File: src/rtl/imem_fetch_ctrl_pkg.sv
// Shared types and defaults for the instruction-fetch sequencer.
package rv_fetch_pkg;

  localparam logic [31:0] NOP_INSTR_DEF = 32'h0000_0013;
  localparam logic [31:0] RESET_PC_DEF  = 32'h0000_0000;

  typedef enum logic [1:0] {
    BOOT  = 2'd0,
    RUN   = 2'd1,
    FLUSH = 2'd2
  } fetch_state_e;

  typedef struct packed {
    logic [31:0] pc;
    logic [31:0] instr;
  } fetch_entry_t;

  function automatic logic [31:0] word_align(input logic [31:0] a);
    return a & ~32'h3;
  endfunction

endpackage

File: src/rtl/imem_fetch_ctrl_queue.sv
// In-order instruction buffer; flush drops every entry in one cycle.
module fetch_queue
  import rv_fetch_pkg::*;
#(
  parameter int QDEPTH = 2,
  localparam int PW = $clog2(QDEPTH),
  localparam int CW = $clog2(QDEPTH + 1)
) (
  input  logic          clk,
  input  logic          rst,
  input  logic          flush_i,
  input  logic          push_i,
  input  logic          pop_i,
  input  fetch_entry_t  push_data_i,
  output fetch_entry_t  head_o,
  output logic [CW-1:0] count_o,
  output logic          empty_o,
  output logic          full_o
);

  fetch_entry_t  mem_q [QDEPTH];
  logic [PW-1:0] wptr_q, rptr_q;
  logic [CW-1:0] cnt_q;
  logic          do_push, do_pop;

  assign empty_o = (cnt_q == '0);
  assign full_o  = (cnt_q == CW'(QDEPTH));
  assign count_o = cnt_q;
  assign head_o  = mem_q[rptr_q];

  // A pop in the same cycle frees the slot, so push-on-full is accepted then.
  assign do_pop  = pop_i & ~empty_o;
  assign do_push = push_i & (~full_o | do_pop);

  always_ff @(posedge clk) begin
    if (do_push && !flush_i) mem_q[wptr_q] <= push_data_i;
  end

  always_ff @(posedge clk) begin
    if (rst || flush_i) begin
      wptr_q <= '0;
      rptr_q <= '0;
      cnt_q  <= '0;
    end else begin
      if (do_push) wptr_q <= wptr_q + PW'(1);
      if (do_pop)  rptr_q <= rptr_q + PW'(1);
      cnt_q <= cnt_q + CW'(do_push) - CW'(do_pop);
    end
  end

endmodule

File: src/rtl/imem_fetch_ctrl.sv
// Instruction-fetch sequencer: owns the PC, issues credit-limited word fetches,
// buffers responses for decode and discards stale responses after a redirect.
module imem_fetch_ctrl
  import rv_fetch_pkg::*;
#(
  parameter logic [31:0] RESET_PC  = RESET_PC_DEF,
  parameter int          QDEPTH    = 2,
  parameter logic [31:0] NOP_INSTR = NOP_INSTR_DEF
) (
  input  logic        clk,
  input  logic        rst,
  input  logic        redirect_valid,
  input  logic [31:0] redirect_pc,
  input  logic        id_stall,
  output logic        mem_req,
  output logic [31:0] mem_addr,
  input  logic        mem_gnt,
  input  logic        mem_rvalid,
  input  logic [31:0] mem_rdata,
  output logic        if_valid,
  output logic [31:0] if_pc,
  output logic [31:0] if_instr
);

  localparam int CW = $clog2(QDEPTH + 1);

  fetch_state_e  state_q, state_d;
  logic [31:0]   fetch_pc_q, fetch_pc_d;
  logic [31:0]   resp_pc_q, resp_pc_d;
  logic [CW-1:0] outst_q, outst_d;
  logic [CW-1:0] drop_q, drop_d;
  logic [CW-1:0] qcount;
  logic          redir, issue_ok, issue, retire, discard;
  logic          q_push, q_pop, q_empty, q_full;
  fetch_entry_t  q_head;

  assign redir    = redirect_valid & (state_q != BOOT);
  assign issue_ok = (state_q == RUN) || ((state_q == FLUSH) && (drop_q == '0));

  // Credit check: every in-flight request already owns a queue slot.
  assign mem_req  = issue_ok & ~redirect_valid &
                    (({1'b0, outst_q} + {1'b0, qcount}) < (CW + 1)'(QDEPTH));
  assign mem_addr = fetch_pc_q;

  assign issue   = mem_req & mem_gnt;
  assign retire  = mem_rvalid & (outst_q != '0);
  assign discard = retire & (drop_q != '0);
  assign q_push  = retire & ~discard & ~redir;

  assign if_valid = ~q_empty & ~redirect_valid;
  assign q_pop    = if_valid & ~id_stall;
  assign if_pc    = if_valid ? q_head.pc : resp_pc_q;
  assign if_instr = if_valid ? q_head.instr : NOP_INSTR;

  fetch_queue #(.QDEPTH(QDEPTH)) u_queue (
    .clk         (clk),
    .rst         (rst),
    .flush_i     (redir),
    .push_i      (q_push),
    .pop_i       (q_pop),
    .push_data_i ('{pc: resp_pc_q, instr: mem_rdata}),
    .head_o      (q_head),
    .count_o     (qcount),
    .empty_o     (q_empty),
    .full_o      (q_full)
  );

  always_comb begin
    state_d    = state_q;
    fetch_pc_d = fetch_pc_q;
    resp_pc_d  = resp_pc_q;
    outst_d    = outst_q + CW'(issue) - CW'(retire);
    drop_d     = drop_q;
    if (discard) drop_d = drop_q - CW'(1);
    if (issue)   fetch_pc_d = fetch_pc_q + 32'd4;
    if (q_push)  resp_pc_d = resp_pc_q + 32'd4;
    case (state_q)
      BOOT:    state_d = RUN;
      FLUSH:   if (drop_q == '0) state_d = RUN;
      default: ;
    endcase
    // Everything still in flight belongs to the old stream; mem_req is low now.
    if (redir) begin
      fetch_pc_d = word_align(redirect_pc);
      resp_pc_d  = word_align(redirect_pc);
      drop_d     = outst_q - CW'(retire);
      state_d    = (drop_d != '0) ? FLUSH : RUN;
    end
  end

  always_ff @(posedge clk) begin
    if (rst) begin
      state_q    <= BOOT;
      fetch_pc_q <= RESET_PC;
      resp_pc_q  <= RESET_PC;
      outst_q    <= '0;
      drop_q     <= '0;
    end else begin
      state_q    <= state_d;
      fetch_pc_q <= fetch_pc_d;
      resp_pc_q  <= resp_pc_d;
      outst_q    <= outst_d;
      drop_q     <= drop_d;
    end
  end

  always_ff @(posedge clk) begin
    if (!rst) begin
      if (mem_rvalid) assert (outst_q != '0);
      assert (!(q_push && q_full && !q_pop));
    end
  end

endmodule

File: config.mk
export PLATFORM = sky130hd
export DESIGN_NAME = imem_fetch_ctrl
export DESIGN_NICKNAME = d
export VERILOG_FILES = /design/src/rtl/imem_fetch_ctrl_pkg.sv /design/src/rtl/imem_fetch_ctrl_queue.sv /design/src/rtl/imem_fetch_ctrl.sv
export SDC_FILE = /design/constraint.sdc
export NUM_CORES = 1
export LEC_CHECK = 0
export BUFFER_PORTS_ARGS = -buffer_cell sky130_fd_sc_hd__buf_2
export CELL_PAD_IN_SITES_DETAIL_PLACEMENT = 1
export CELL_PAD_IN_SITES_GLOBAL_PLACEMENT = 1
export CORE_ASPECT_RATIO = 0.9
export CORE_MARGIN = 2
export CORE_UTILIZATION = 44
export CTS_CLUSTER_DIAMETER = 30
export DETAILED_ROUTE_END_ITERATION = 12
export HOLD_SLACK_MARGIN = 0.12
export PLACE_DENSITY_LB_ADDON = 0.1
export SYNTH_ARGS = -nofsm -noshare
export SYNTH_HDL_FRONTEND = slang
export SYNTH_SLANG_ARGS = --single-unit
File: constraint.sdc
create_clock -name clk -period 8.5 [get_ports clk]
set_clock_uncertainty 0.2 [all_clocks]
set_input_delay 0.425 -clock clk [delete_from_list [all_inputs] [get_ports clk]]
set_output_delay 0.425 -clock clk [all_outputs]
set_load 0.03 [all_outputs]
=== Word-level counts from Yosys, hierarchy flattened ===
Memories as Yosys holds them, arrays and structs flattened. A register that Yosys moved wholly into a read port is not among the register bits.
Index checks and enable logic that the tools add are counted.

* Bits in registers: 74
* RAM bits: 128
* Input port bits: 70
* Output and inout port bits: 98
* Logic and storage cells: 80
* Memories: 1

{| class="wikitable"
|+ Memories
! name !! depth !! bits a word !! read ports !! clocked after memory_dff !! wr ports !! RTL line !! source
|-
| u_queue.mem_q || 2 || 64 || 1 || 1 || 1 || imem_fetch_ctrl_queue.sv:21 || <nowiki>fetch_entry_t mem_q [QDEPTH];</nowiki>
|}

* $add $sub $neg: 11
* Order comparisons: 1
* Eq/ne operators: 4
* Mux-type cells: 16
* Bitwise gates (word level): 19
* Reduce and logical (&&, ||, !) cells: 18

{| class="wikitable"
|+ Operators by type and width
! kind !! count
|-
| 2-to-1 mux 32 bit || 6
|-
| adder 32 x 3 -> 32 bit (second input constant) || 2
|-
| nonzero test 2 bit || 7
|-
| AND 1 bit || 12
|-
| 2-to-1 mux 2 bit || 5
|-
| logical NOT 2 bit || 3
|-
| NOT 1 bit || 6
|-
| subtractor 2 x 1 -> 2 bit || 3
|-
| adder 2 x 1 -> 2 bit || 2
|-
| equality test 2 bit (second input constant) || 2
|-
| 2-to-1 mux 1 bit || 4
|-
| one-hot mux 2 bit (2 select lines) || 1
|-
| adder 2 x 2 -> 3 bit || 1
|-
| less-than comparator 3 x 2 -> 1 bit (second input constant) || 1
|-
| != test 3 x 2 -> 1 bit (second input constant) || 1
|-
| nonzero test 3 bit || 1
|-
| adder 1 bit (second input constant) || 2
|-
| equality test 2 x 1 -> 1 bit (second input constant) || 1
|-
| logical AND 1 bit || 2
|-
| logical OR 1 bit || 2
|-
| AND reduction 2 bit || 1
|-
| OR reduction 2 bit || 1
|-
| subtractor 2 x 1 -> 2 bit (second input constant) || 1
|-
| logical NOT 1 bit || 1
|-
| OR 1 bit || 1
|}

=== Logic depth before layout (Yosys ltp) ===
* Word-level depth: 10
* Mapped depth: 14
* Depth with buffers taken out: 12

=== Cells and area by module ===
From an unflattened synthesis, not the netlist that was laid out.

* Cell total of the unflattened synthesis: 758
* Area total of the unflattened synthesis: 9093.7 um^2

{| class="wikitable"
|+ By module, submodules not included
! module !! instances !! cells an instance !! area an instance (um^2) !! seq. area each (um^2)
|-
| fetch_queue || 1 || 229 || 4849.7 || 3943.8
|-
| imem_fetch_ctrl || 1 || 529 || 4244.1 || 1321.3
|}

=== Least setup slack after synthesis ===
No wires, ideal clock.

* Kind: register -> register
* Start: reg state_q[1]
* End: mem u_queue.mem_q[0][0] in the netlist's numbering (enable)
* Library setup time: 0.558 ns
* Arrival: 5.145 ns
* Required time: 7.742 ns
* Setup slack: 2.597 ns
* Cell stages (with the launch flop): 5
* Buffers on the path: 1
* Period minus slack after synthesis: 5.903 ns
* Cell sequence: dfxtp_1 -> buf_2 -> o21ai_1 -> a21oi_1 -> nor3_1

* Cells in the longest elaborated chain, start to end: 8
* Elaborated cells between the ends (all ways): 9
* Classes of those cells: mux: 2; bitwise: 4; reduce/logical: 3

{| class="wikitable"
|+ RTL lines
! element !! RTL line !! source
|-
| from (decl) || imem_fetch_ctrl.sv:27 || <nowiki>fetch_state_e state_q, state_d;</nowiki>
|-
| from (signal assigned) || imem_fetch_ctrl.sv:99 || <nowiki>state_q <= state_d;</nowiki>
|-
| nonzero test 2 bit * || imem_fetch_ctrl.sv:37 || <nowiki>assign redir = redirect_valid & (state_q != BOOT);</nowiki>
|-
| AND 1 bit * || imem_fetch_ctrl.sv:37 ||
|-
| NOT 1 bit || imem_fetch_ctrl.sv:48 || <nowiki>assign q_push = retire & ~discard & ~redir;</nowiki>
|-
| AND 1 bit || imem_fetch_ctrl.sv:48 ||
|-
| AND 1 bit || imem_fetch_ctrl_queue.sv:33 || <nowiki>assign do_push = push_i & (~full_o | do_pop);</nowiki>
|-
| logical AND 1 bit * || imem_fetch_ctrl_queue.sv:36 || <nowiki>if (do_push && !flush_i) mem_q[wptr_q] <= push_data_i;</nowiki>
|-
| 2-to-1 mux 1 bit * || imem_fetch_ctrl_queue.sv:36 ||
|-
| 2-to-1 mux 1 bit (not written as such) * || imem_fetch_ctrl_queue.sv:36 ||
|-
| to (decl) || imem_fetch_ctrl_queue.sv:21 ||
|}

Mark *: on every way between the ends. The rest lies on a longest branch, timed or not.

=== Worst setup path in the final report ===
* Start: reg outst_q[0]
* End: reg outst_q[1]

* Cells in the longest elaborated chain, start to end: 6
* Elaborated cells between the ends (all ways): 8
* Classes of those cells: add/sub: 3; order compare: 1; bitwise: 3; reduce/logical: 1

{| class="wikitable"
|+ RTL lines
! element !! RTL line !! source
|-
| from (decl) || imem_fetch_ctrl.sv:30 || <nowiki>logic [CW-1:0] outst_q, outst_d;</nowiki>
|-
| from (signal assigned) || imem_fetch_ctrl.sv:102 || <nowiki>outst_q <= outst_d;</nowiki>
|-
| adder 2 x 2 -> 3 bit || imem_fetch_ctrl.sv:42 || <nowiki>(({1'b0, outst_q} + {1'b0, qcount}) < (CW + 1)'(QDEPTH));</nowiki>
|-
| less-than comparator 3 x 2 -> 1 bit || imem_fetch_ctrl.sv:42 ||
|-
| AND 1 bit || imem_fetch_ctrl.sv:41 || <nowiki>assign mem_req = issue_ok & ~redirect_valid &</nowiki>
|-
| AND 1 bit || imem_fetch_ctrl.sv:45 || <nowiki>assign issue = mem_req & mem_gnt;</nowiki>
|-
| adder 2 x 1 -> 2 bit || imem_fetch_ctrl.sv:72 || <nowiki>outst_d = outst_q + CW'(issue) - CW'(retire);</nowiki>
|-
| subtractor 2 x 1 -> 2 bit * || imem_fetch_ctrl.sv:72 ||
|}

Marked as above.
A chain may end at the register's enable or synchronous reset.

==> results.yml <==
clocking:
  post_cts_buffers: 0
  root_buffer: "clkbuf_16"
  cts.reportedPaths.clkPinSlew_ns: 0.08
  numCtsBuffers: 17
  postCtsHoldBufs: 34
  cts_tree: "built"
  cts_sinks: 195
  insertion_delay_ns: 0.43
  cts_buffer_depth: 2
  cts_htree_levels: 4
  cts_resized: 0
grt:
  gr-usage-met2: 0.367
  grt_pass1_wl_um: 36300
  antenna_found_initial: 0
  met3_usage: 0.0393
  grt_busiest_layer: "met2"
  grt_util_all_layers: 0.222
  grt_pass1_vias: 6746
  grt_remaining_overflow: 0
  grt_start_max_net_pins: 92
  grt_util_met1: 0.299
critical_path:
  regToRegSetupSlack_ns: 4.98
  critPathLaunch: "outst_q[0]$_SDFF_PP0_"
  crit_fanout: 18
  r2r_start: "outst_q[0]$_SDFF_PP0_"
  timing.rr.end: "outst_q[1]$_SDFF_PP0_"
  cp-start-kind: "flip-flop"
  endpoint_kind: "flip-flop"
  reg2reg_depth: 12
  arrival_ns: 3.63
  required_ns: 8.61
  critPathKind: "flip-flop to flip-flop"
  crit_path_end: "outst_q[1]$_SDFF_PP0_"
layout:
  instances_no_fill: 1201
  num_antenna_cells: 0
  final.fill_count: 2109
  layout_common_cells: "buf_2 (161), edfxtp_1 (124), dfxtp_1 (70)"
  nets: 1017
  syn_to_final_growth_pct: 22.2
  final_common_cell: "buf_2"
  stdcell_area_sq_um: 10600
  drive_gt1_frac: 0.234
logic_synthesis:
  ys_seq_elements: 195
  synth_cells: 760
  synth-edff-count: 124
  seq_area_frac_synth: 0.594
  yosysTopAreaCellShare: 0.430
  synth_area_leaders: "edfxtp_1 (43%), dfxtp_1 (16%), mux2i_1 (7.3%)"
  yosys.area.top_type: "edfxtp_1"
  synthFlopType: "edfxtp_1"
  async_flop_share: 0
  ys_types: 60
  yosys_warnings: 0
  syn_avg_cell_area_sq_um: 11.4
  syn-cell-area_sq_um: 8660
timing:
  tns_ns: 0
  fmax_mhz: 284
  maxSlewViolCount: 0
  fin_crit_ns: 3.52
  relSlewSlack: 0.261
  tightest_slew_ns: 1.11
  fin_crit_sh: 0.414
  finalSetupViolations: 0
  rsz0062_at_grt: "false"
  finalHoldViolations: 0
die:
  die_h_um: 137
  start_util: 0.451
  core_area_sq_um: 19200
  std_cell_rows: 48
  pin_count: 168
  die_area_sq_um: 20800
  die_w_um: 152
placed_design:
  placed_cell_area_sq_um: 9670
  routabilityCongestion: 0.848
  io_buffer_count: 161
  dp.final_hpwl_um: 15600
  dp.cells: 1135
route:
  viasPerCell: 5.57
  remaining_drc_errors: 0
  ant_nets: 0
  vias: 6684
  post_drt_wl_per_cell_um: 19.1
  wirelength_um: 22900
  first_pass_iters: 4
  drt_iter0_markers: 357
power_and_ir_drop:
  power.leakage_uw: 0.00382
  vdd_drop_max_uv: 149
  p_per_area_nw_per_um2: 256
min_path:
  hold_path.class: "primary input to flip-flop"
  whs_path_depth: 3
status:
  outcome: "finished clean"
run:
  drv_cap: 0
-- Yosys cell counts (all sizes together), types with 17 or more instances --
library cell,n
edfxtp,124
dfxtp,71
o21ai,67
mux2i,63
nand2,62
nor2,55
a21oi,44
clkbuf,28
xnor2,23
xor2,22
nand4,21
a31oi,20
nand3,19
buf,17
-- worst max-delay path, stage by stage, from the launching register on --
cell and delay (ns):
dfxtp_1 0.45, inv_1 0.09, nor2_1 0.16, fa_1 0.45, or3b_1 0.70, nor2_4 0.26, inv_2 0.17, ha_1 0.33
inv_1 0.06, ha_1 0.15, xor2_1 0.18, xnor2_1 0.14, nor2_1 0.05
-- how the worst min path moves through the flow --
stage | from | end | slack (ns)
global placement | mem_addr[31]$_SDFFE_PP0P_ | mem_addr[31]$_SDFFE_PP0P_ | 0.29
global route | redirect_pc[12] | resp_pc_q[12]$_SDFFE_PP0P_ | 0.17
finish | redirect_pc[9] | resp_pc_q[9]$_SDFFE_PP0P_ | 0.15
CTS | redirect_pc[20] | resp_pc_q[20]$_SDFFE_PP0P_ | 0.13
detailed placement | resp_pc_q[23]$_SDFFE_PP0P_ | u_queue.mem_q[0][55]$_DFFE_PP_ | 0.32
floorplan | resp_pc_q[31]$_SDFFE_PP0P_ | u_queue.mem_q[0][63]$_DFFE_PP_ | 0.26
-- where the power goes --
group          switching (uW)  internal [uW]
Combinational             451            206
Sequential                113           1150
Clock                     375            415
Total                     940           1770
-- registers in the layout (all words and copies together) (netlist names), named ones only --
name,cells
outst_q,2
state_q,2
resp_pc_q,30
u_queue.rptr_q,1
u_queue.wptr_q,1
u_queue.count_o,2
mem_addr,30
u_queue.mem_q,124
drop_q,2
-- metal layers --
layer / wire [um] / vias to the layer above / share of wire
li1: - / 3158 / -
met1: 10600 / 3299 / 0.46
met2: 11000 / 201 / 0.48
met3: 1100 / 26 / 0.048
met4: 322 / 0 / 0.014
met5: 0 / - / 0
-- cell type report --
| class | instances | area [sq um] | share of cell area |
|---|---|---|---|
| Sequential cell | 195 | 5150 | 0.486 |
| Inverter | 14 | 52.6 | 0.00496 |
| Tap cell | 250 | 313 | 0.0295 |
| Multi-Input combinational cell | 509 | 3310 | 0.312 |
| Timing Repair Buffer | 201 | 1190 | 0.112 |
| Clock buffer | 18 | 429 | 0.0405 |
| Clock inverter | 14 | 148 | 0.0139 |
-- kinds of logic after synthesis --
logic type / synth area share
simple gates: 0.139
flops: 0.594
compound gates: 0.104
mux: 0.0741
buf+inv: 0.0289
xor+xnor: 0.0455
fa+ha+maj: 0.0139
other cells: 0.000433
-- through the flow --
stage | setup slack (ns) | util | power [uW] | hold WS (ns)
floorplan | 2.60 | - | 1710 | 0.256
global placement | 5.08 | 0.503 | 1900 | 0.294
detailed placement | 4.98 | 0.503 | 1930 | 0.317
CTS | 4.97 | 0.551 | 2730 | 0.128
global route | 4.79 | 0.551 | 2840 | 0.166
finish | 4.98 | 0.551 | 2710 | 0.145
(Power assumes the default switching activity.)
